$ cat config.mk
export PLATFORM = sky130hd
export DESIGN_NAME = mux8_port_arbiter
export DESIGN_NICKNAME = d
export VERILOG_FILES = /design/src/rtl/mux8_port_arbiter.sv
export SDC_FILE = /design/constraint.sdc
export NUM_CORES = 1
export LEC_CHECK = 0
export ABC_AREA = 1
export BUFFER_PORTS_ARGS = -buffer_cell sky130_fd_sc_hd__buf_2
export CAP_MARGIN = 20
export CORE_MARGIN = 1
export CORE_UTILIZATION = 61
export CTS_CLUSTER_SIZE = 20
export DETAILED_ROUTE_END_ITERATION = 10
export PLACE_DENSITY_LB_ADDON = 0.08
export SLEW_MARGIN = 30
export SYNTH_ARGS = -nofsm -noshare
export SYNTH_HDL_FRONTEND = slang
export SYNTH_SLANG_ARGS = --single-unit
$ cat constraint.sdc
create_clock -name clk -period 3.7 [get_ports clk]
set_input_delay 0.185 -clock clk [delete_from_list [all_inputs] [get_ports clk]]
set_output_delay 0.185 -clock clk [all_outputs]
set_load 0.05 [all_outputs]
$ cat src/rtl/mux8_port_arbiter.sv
// mux8_port_arbiter: round-robin arbiter for eight requesters that share one
// 8:1 datapath mux and the single resource behind it.
//
// Optional watchdog: define ARB_TIMEOUT_EN to force-release a grant that has
// been held for TO_LIMIT BUSY cycles without a done strobe.
//
// Handshake contract: req[i] is a level request. The requester owns the
// resource from the cycle grant[i] is seen high until the resource returns
// done. A grant is never revoked by a req change, only by done, by the
// watchdog or by reset. At least one IDLE cycle always separates two grants.
//
// All outputs come straight from flops. The FSM state is held in state_q.

module mux8_port_arbiter #(
  parameter int TO_WIDTH = 8,
  parameter int TO_LIMIT = 200
) (
  input  logic       clk,
  input  logic       rst_n,
  input  logic [7:0] req,
  input  logic       done,
  output logic [7:0] grant,
  output logic [2:0] sel,
  output logic       busy,
  output logic       timeout
);

  typedef enum logic {
    ST_IDLE = 1'b0,
    ST_BUSY = 1'b1
  } state_e;

  // A watchdog limit that the counter cannot reach would never fire.
  if (TO_LIMIT < 1 || TO_LIMIT >= (1 << TO_WIDTH)) begin : g_to_limit_check
    $error("mux8_port_arbiter: TO_LIMIT must lie in 1 .. 2**TO_WIDTH-1");
  end

  state_e     state_q, state_d;
  logic [7:0] grant_q, grant_d;
  logic [2:0] sel_q, sel_d;
  logic       busy_q, busy_d;
  logic [2:0] last_q, last_d;
  logic       timeout_q, timeout_d;

  logic       win_found;
  logic [2:0] win_idx;
  logic [2:0] scan_idx;
  logic       wd_expire;

`ifdef ARB_TIMEOUT_EN
  localparam logic [TO_WIDTH-1:0] WD_LAST = TO_WIDTH'(TO_LIMIT - 1);

  logic [TO_WIDTH-1:0] wd_cnt_q, wd_cnt_d;

  // The counter holds the number of completed BUSY cycles; the last one
  // before the limit triggers the release.
  always_comb begin
    wd_expire = (state_q == ST_BUSY) && (wd_cnt_q == WD_LAST);
  end
`else
  // Without the watchdog a grant lasts until done.
  always_comb begin
    wd_expire = 1'b0;
  end
`endif

  // Rotating priority search starting just after the last served requester.
  always_comb begin
    win_found = 1'b0;
    win_idx   = last_q;
    scan_idx  = last_q;
    for (int i = 1; i <= 8; i++) begin
      scan_idx = last_q + 3'(i);
      if (!win_found && req[scan_idx]) begin
        win_found = 1'b1;
        win_idx   = scan_idx;
      end
    end
  end

  // Next-state and registered-output logic for the IDLE/BUSY controller.
  always_comb begin
    state_d   = state_q;
    grant_d   = grant_q;
    sel_d     = sel_q;
    busy_d    = busy_q;
    last_d    = last_q;
    timeout_d = 1'b0;
`ifdef ARB_TIMEOUT_EN
    wd_cnt_d  = wd_cnt_q;
`endif
    unique case (state_q)
      ST_IDLE: begin
        grant_d = 8'h00;
        busy_d  = 1'b0;
        // sel keeps its last value so the mux output does not glitch.
        if (win_found) begin
          state_d = ST_BUSY;
          grant_d = 8'h01 << win_idx;
          sel_d   = win_idx;
          busy_d  = 1'b1;
`ifdef ARB_TIMEOUT_EN
          wd_cnt_d = '0;
`endif
        end
      end
      ST_BUSY: begin
        // Release never grants on the same edge; the next winner is
        // picked in the following IDLE cycle with the updated pointer.
        if (done || wd_expire) begin
          state_d   = ST_IDLE;
          grant_d   = 8'h00;
          busy_d    = 1'b0;
          last_d    = sel_q;
          timeout_d = wd_expire && !done;
        end else begin
`ifdef ARB_TIMEOUT_EN
          wd_cnt_d = wd_cnt_q + 1'b1;
`endif
        end
      end
      default: begin
        state_d = ST_IDLE;
        grant_d = 8'h00;
        busy_d  = 1'b0;
      end
    endcase
  end

  // State and output registers; reset aborts any in-flight grant.
  always_ff @(posedge clk or negedge rst_n) begin
    if (!rst_n) begin
      state_q   <= ST_IDLE;
      grant_q   <= 8'h00;
      sel_q     <= 3'd0;
      busy_q    <= 1'b0;
      last_q    <= 3'd7;
      timeout_q <= 1'b0;
    end else begin
      state_q   <= state_d;
      grant_q   <= grant_d;
      sel_q     <= sel_d;
      busy_q    <= busy_d;
      last_q    <= last_d;
      timeout_q <= timeout_d;
    end
  end

`ifdef ARB_TIMEOUT_EN
  // Watchdog counter register.
  always_ff @(posedge clk or negedge rst_n) begin
    if (!rst_n) begin
      wd_cnt_q <= '0;
    end else begin
      wd_cnt_q <= wd_cnt_d;
    end
  end
`endif

  assign grant   = grant_q;
  assign sel     = sel_q;
  assign busy    = busy_q;
  assign timeout = timeout_q;

`ifndef SYNTHESIS
  // Grant must be one-hot or zero at all times.
  a_grant_onehot0: assert property (@(posedge clk) disable iff (!rst_n)
    $onehot0(grant_q));

  // While busy, sel names exactly the granted requester.
  a_sel_matches: assert property (@(posedge clk) disable iff (!rst_n)
    busy_q |-> (grant_q == (8'h01 << sel_q)));

  // busy and a non-zero grant always travel together.
  a_busy_grant: assert property (@(posedge clk) disable iff (!rst_n)
    busy_q == (grant_q != 8'h00));
`endif

endmodule

==> results.json <==
{
  "rsz0062_at_grt": "no",
  "io_buffers": 22,
  "cts_buffer_depth": 2,
  "status": "complete, no violations",
  "cts_resized": 0,
  "antenna_found_initial": 0,
  "synthTopCellsByCount": "nand2_1 (89), nand3_1 (26), nand2_2 (19)",
  "via_per_inst": 5.28,
  "post_cts_buffers": 0,
  "design.die.area_um2": 2710,
  "grt_pass1_wl_mm": 5.76,
  "synth_edf_count": 0,
  "syn_area_per_cell_um2": 6.66,
  "n_antenna_cell": 0,
  "core-area_um2": 2300,
  "start_util_pct": 66.7,
  "finalSetupTns_ps": 0,
  "worst_setup_path_end_kind": "register",
  "cp_data_required_time_ps": 3890,
  "cts_tree": "done",
  "yosys-top-cells-area": "nand2_1 (22%), dfrtp_1 (21%), nand3_1 (8.5%), nand2_2 (7.8%), dfstp_2 (5.1%)",
  "crit_fanout": 13,
  "timing.final.max_slew_violations": 0,
  "path_clk_slew_ps": 90,
  "ys_types": 33,
  "period_share_pct": 77.1,
  "gp_congestion": 0.922,
  "die_h_um": 52.1,
  "clock-root-buffer": "clkbuf_4",
  "yosysMostFrequentCell": "nand2_1",
  "drt.antenna.violating_nets": 0,
  "fin_crit_ps": 2850,
  "syn_inst": 230,
  "critPathArrivalTime_ps": 3040,
  "synth_ff_type": "dfrtp_1",
  "htree_levels": 1,
  "hpwl_mm": 2.82,
  "netlist_area_um2": 1530,
  "wire_per_inst_um": 12.4,
  "dr.pass1.iters": 4,
  "fmax_ghz": 0.350,
  "nets": 266,
  "synth_warnings": 0,
  "vias": 1477,
  "drt_iter0_drc": 78,
  "syn_to_final_growth_pct": 9.97,
  "syn_nets": 243,
  "cts.sinks": 16,
  "yosys.area.top_type": "nand2_1",
  "hold_viol": 0,
  "cp-start-kind": "register",
  "max_slew.worst_pin.slew_ps": 638,
  "layout-drive-gt1-share_pct": 32.5,
  "grtUsageTotal_pct": 29.0,
  "pin_count": 24,
  "crit_type": "register to register",
  "ys_ff_latch": 16,
  "r2r_slack_ps": 850,
  "gr-total-overflow": 0,
  "postCtsHoldBufs": 1,
  "async_flop_share_pct": 100,
  "synth_top_area_share_pct": 21.8,
  "post-place-ws_ps": 878,
  "grt_max_degree": 17,
  "wirelength_mm": 3.47,
  "clock_latency_ps": 300,
  "setup_viol": 0,
  "hold_class": "primary input to register",
  "skew_ps": 9.93,
  "remaining_drc_errors": 0,
  "die_x_um": 52.1,
  "seq_area_frac_synth_pct": 26.4,
  "cts_made_buffers": 3,
  "slew_headroom_pct": 57.3,
  "fin_ws_ps": 846,
  "grt_pass1_vias": 1270,
  "num_rows": 17,
  "cap_violations": 0
}
sequential cells by signal (all words and copies together) (netlist names):
signal   cells
grant        8
sel          3
state_q      1
last_q       3
busy         1
critical path, cell delays in order (launching register included):
cell and delay, ps:
dfstp_2 660, inv_2 170, ha_1 430, inv_2 150
nand3_2 100, nand3_2 100, nand2_2 110, nor2_2 180
nand4_1 140, nor2_1 130, nand3_1 90, nand2_2 170
inv_2 60, nand3_2 90, inv_2 60, nand2_1 60
nand2_1 50
per-stage QoR:
stage / instances / util [%] / area (um2) / hold slack [ps]
after floorplan: 230 / - / 1530 / -111
after global placement: 275 / 71.3 / 1640 / 113
after detailed placement: 275 / 71.3 / 1640 / 114
after CTS: 280 / 73.3 / 1680 / 256
after global routing: 280 / 73.3 / 1680 / 264
final: 280 / 73.3 / 1680 / 266
path summary, 6_finish.rpt:
check	end	cells past startpoint	startpoint
max	grant[7]	16	last_q[0]
min	last_q[0]	3	done
max reg2reg	grant[7]	16	last_q[0]
min reg2reg	busy	2	busy
max in group asynchronous	last_q[1]	2	rst_n
min in group asynchronous	grant[0]	2	rst_n
cell usage in the layout, fill, tap and decap left out, drive strengths merged:
cell | Yosys | final
ha | 2 | 2
a21oi | 5 | 5
conb | 1 | 1
nor2 | 14 | 14
dfstp | 3 | 3
clkbuf | 0 | 4
clkinv | 1 | 1
a31oi | 1 | 1
nand3b | 1 | 1
nand3 | 32 | 32
dlygate4sd3 | 0 | 1
nand2 | 111 | 111
buf | 5 | 22
nand4 | 5 | 5
o21bai | 1 | 1
xor2 | 3 | 3
inv | 25 | 25
o21ai | 6 | 6
xnor2 | 1 | 1
dfrtp | 13 | 13
layer usage:
layer | share of wire, % | vias up | GRT usage (%)
met5 | 0 | - | 0
met4 | 0.23 | 0 | 2.70
met3 | 7.0 | 2 | 4.39
met2 | 43 | 42 | 42.9
met1 | 50 | 667 | 45.4
li1 | - | 766 | -
cell type report:
cell class                 instances  area, um2
sequential                        16        404
multi-input combinational        183        987
inverter                          26        101
timing repair buffer              23        120
tap                               28       35.0
clock buffer                       4       36.3
fill                             200        613
kinds of logic after synthesis:
group           Yosys count  synth area share (%)
compound gates           13                  5.96
buf+inv                  31                  9.15
simple gates            163                  52.6
flops                    16                  26.4
other cells               1                 0.245
fa+ha+maj                 2                  1.63
xor+xnor                  4                  4.00
Power is not shown: default switching activity piles up to over one toggle a cycle in this logic, so the estimate is an artifact.
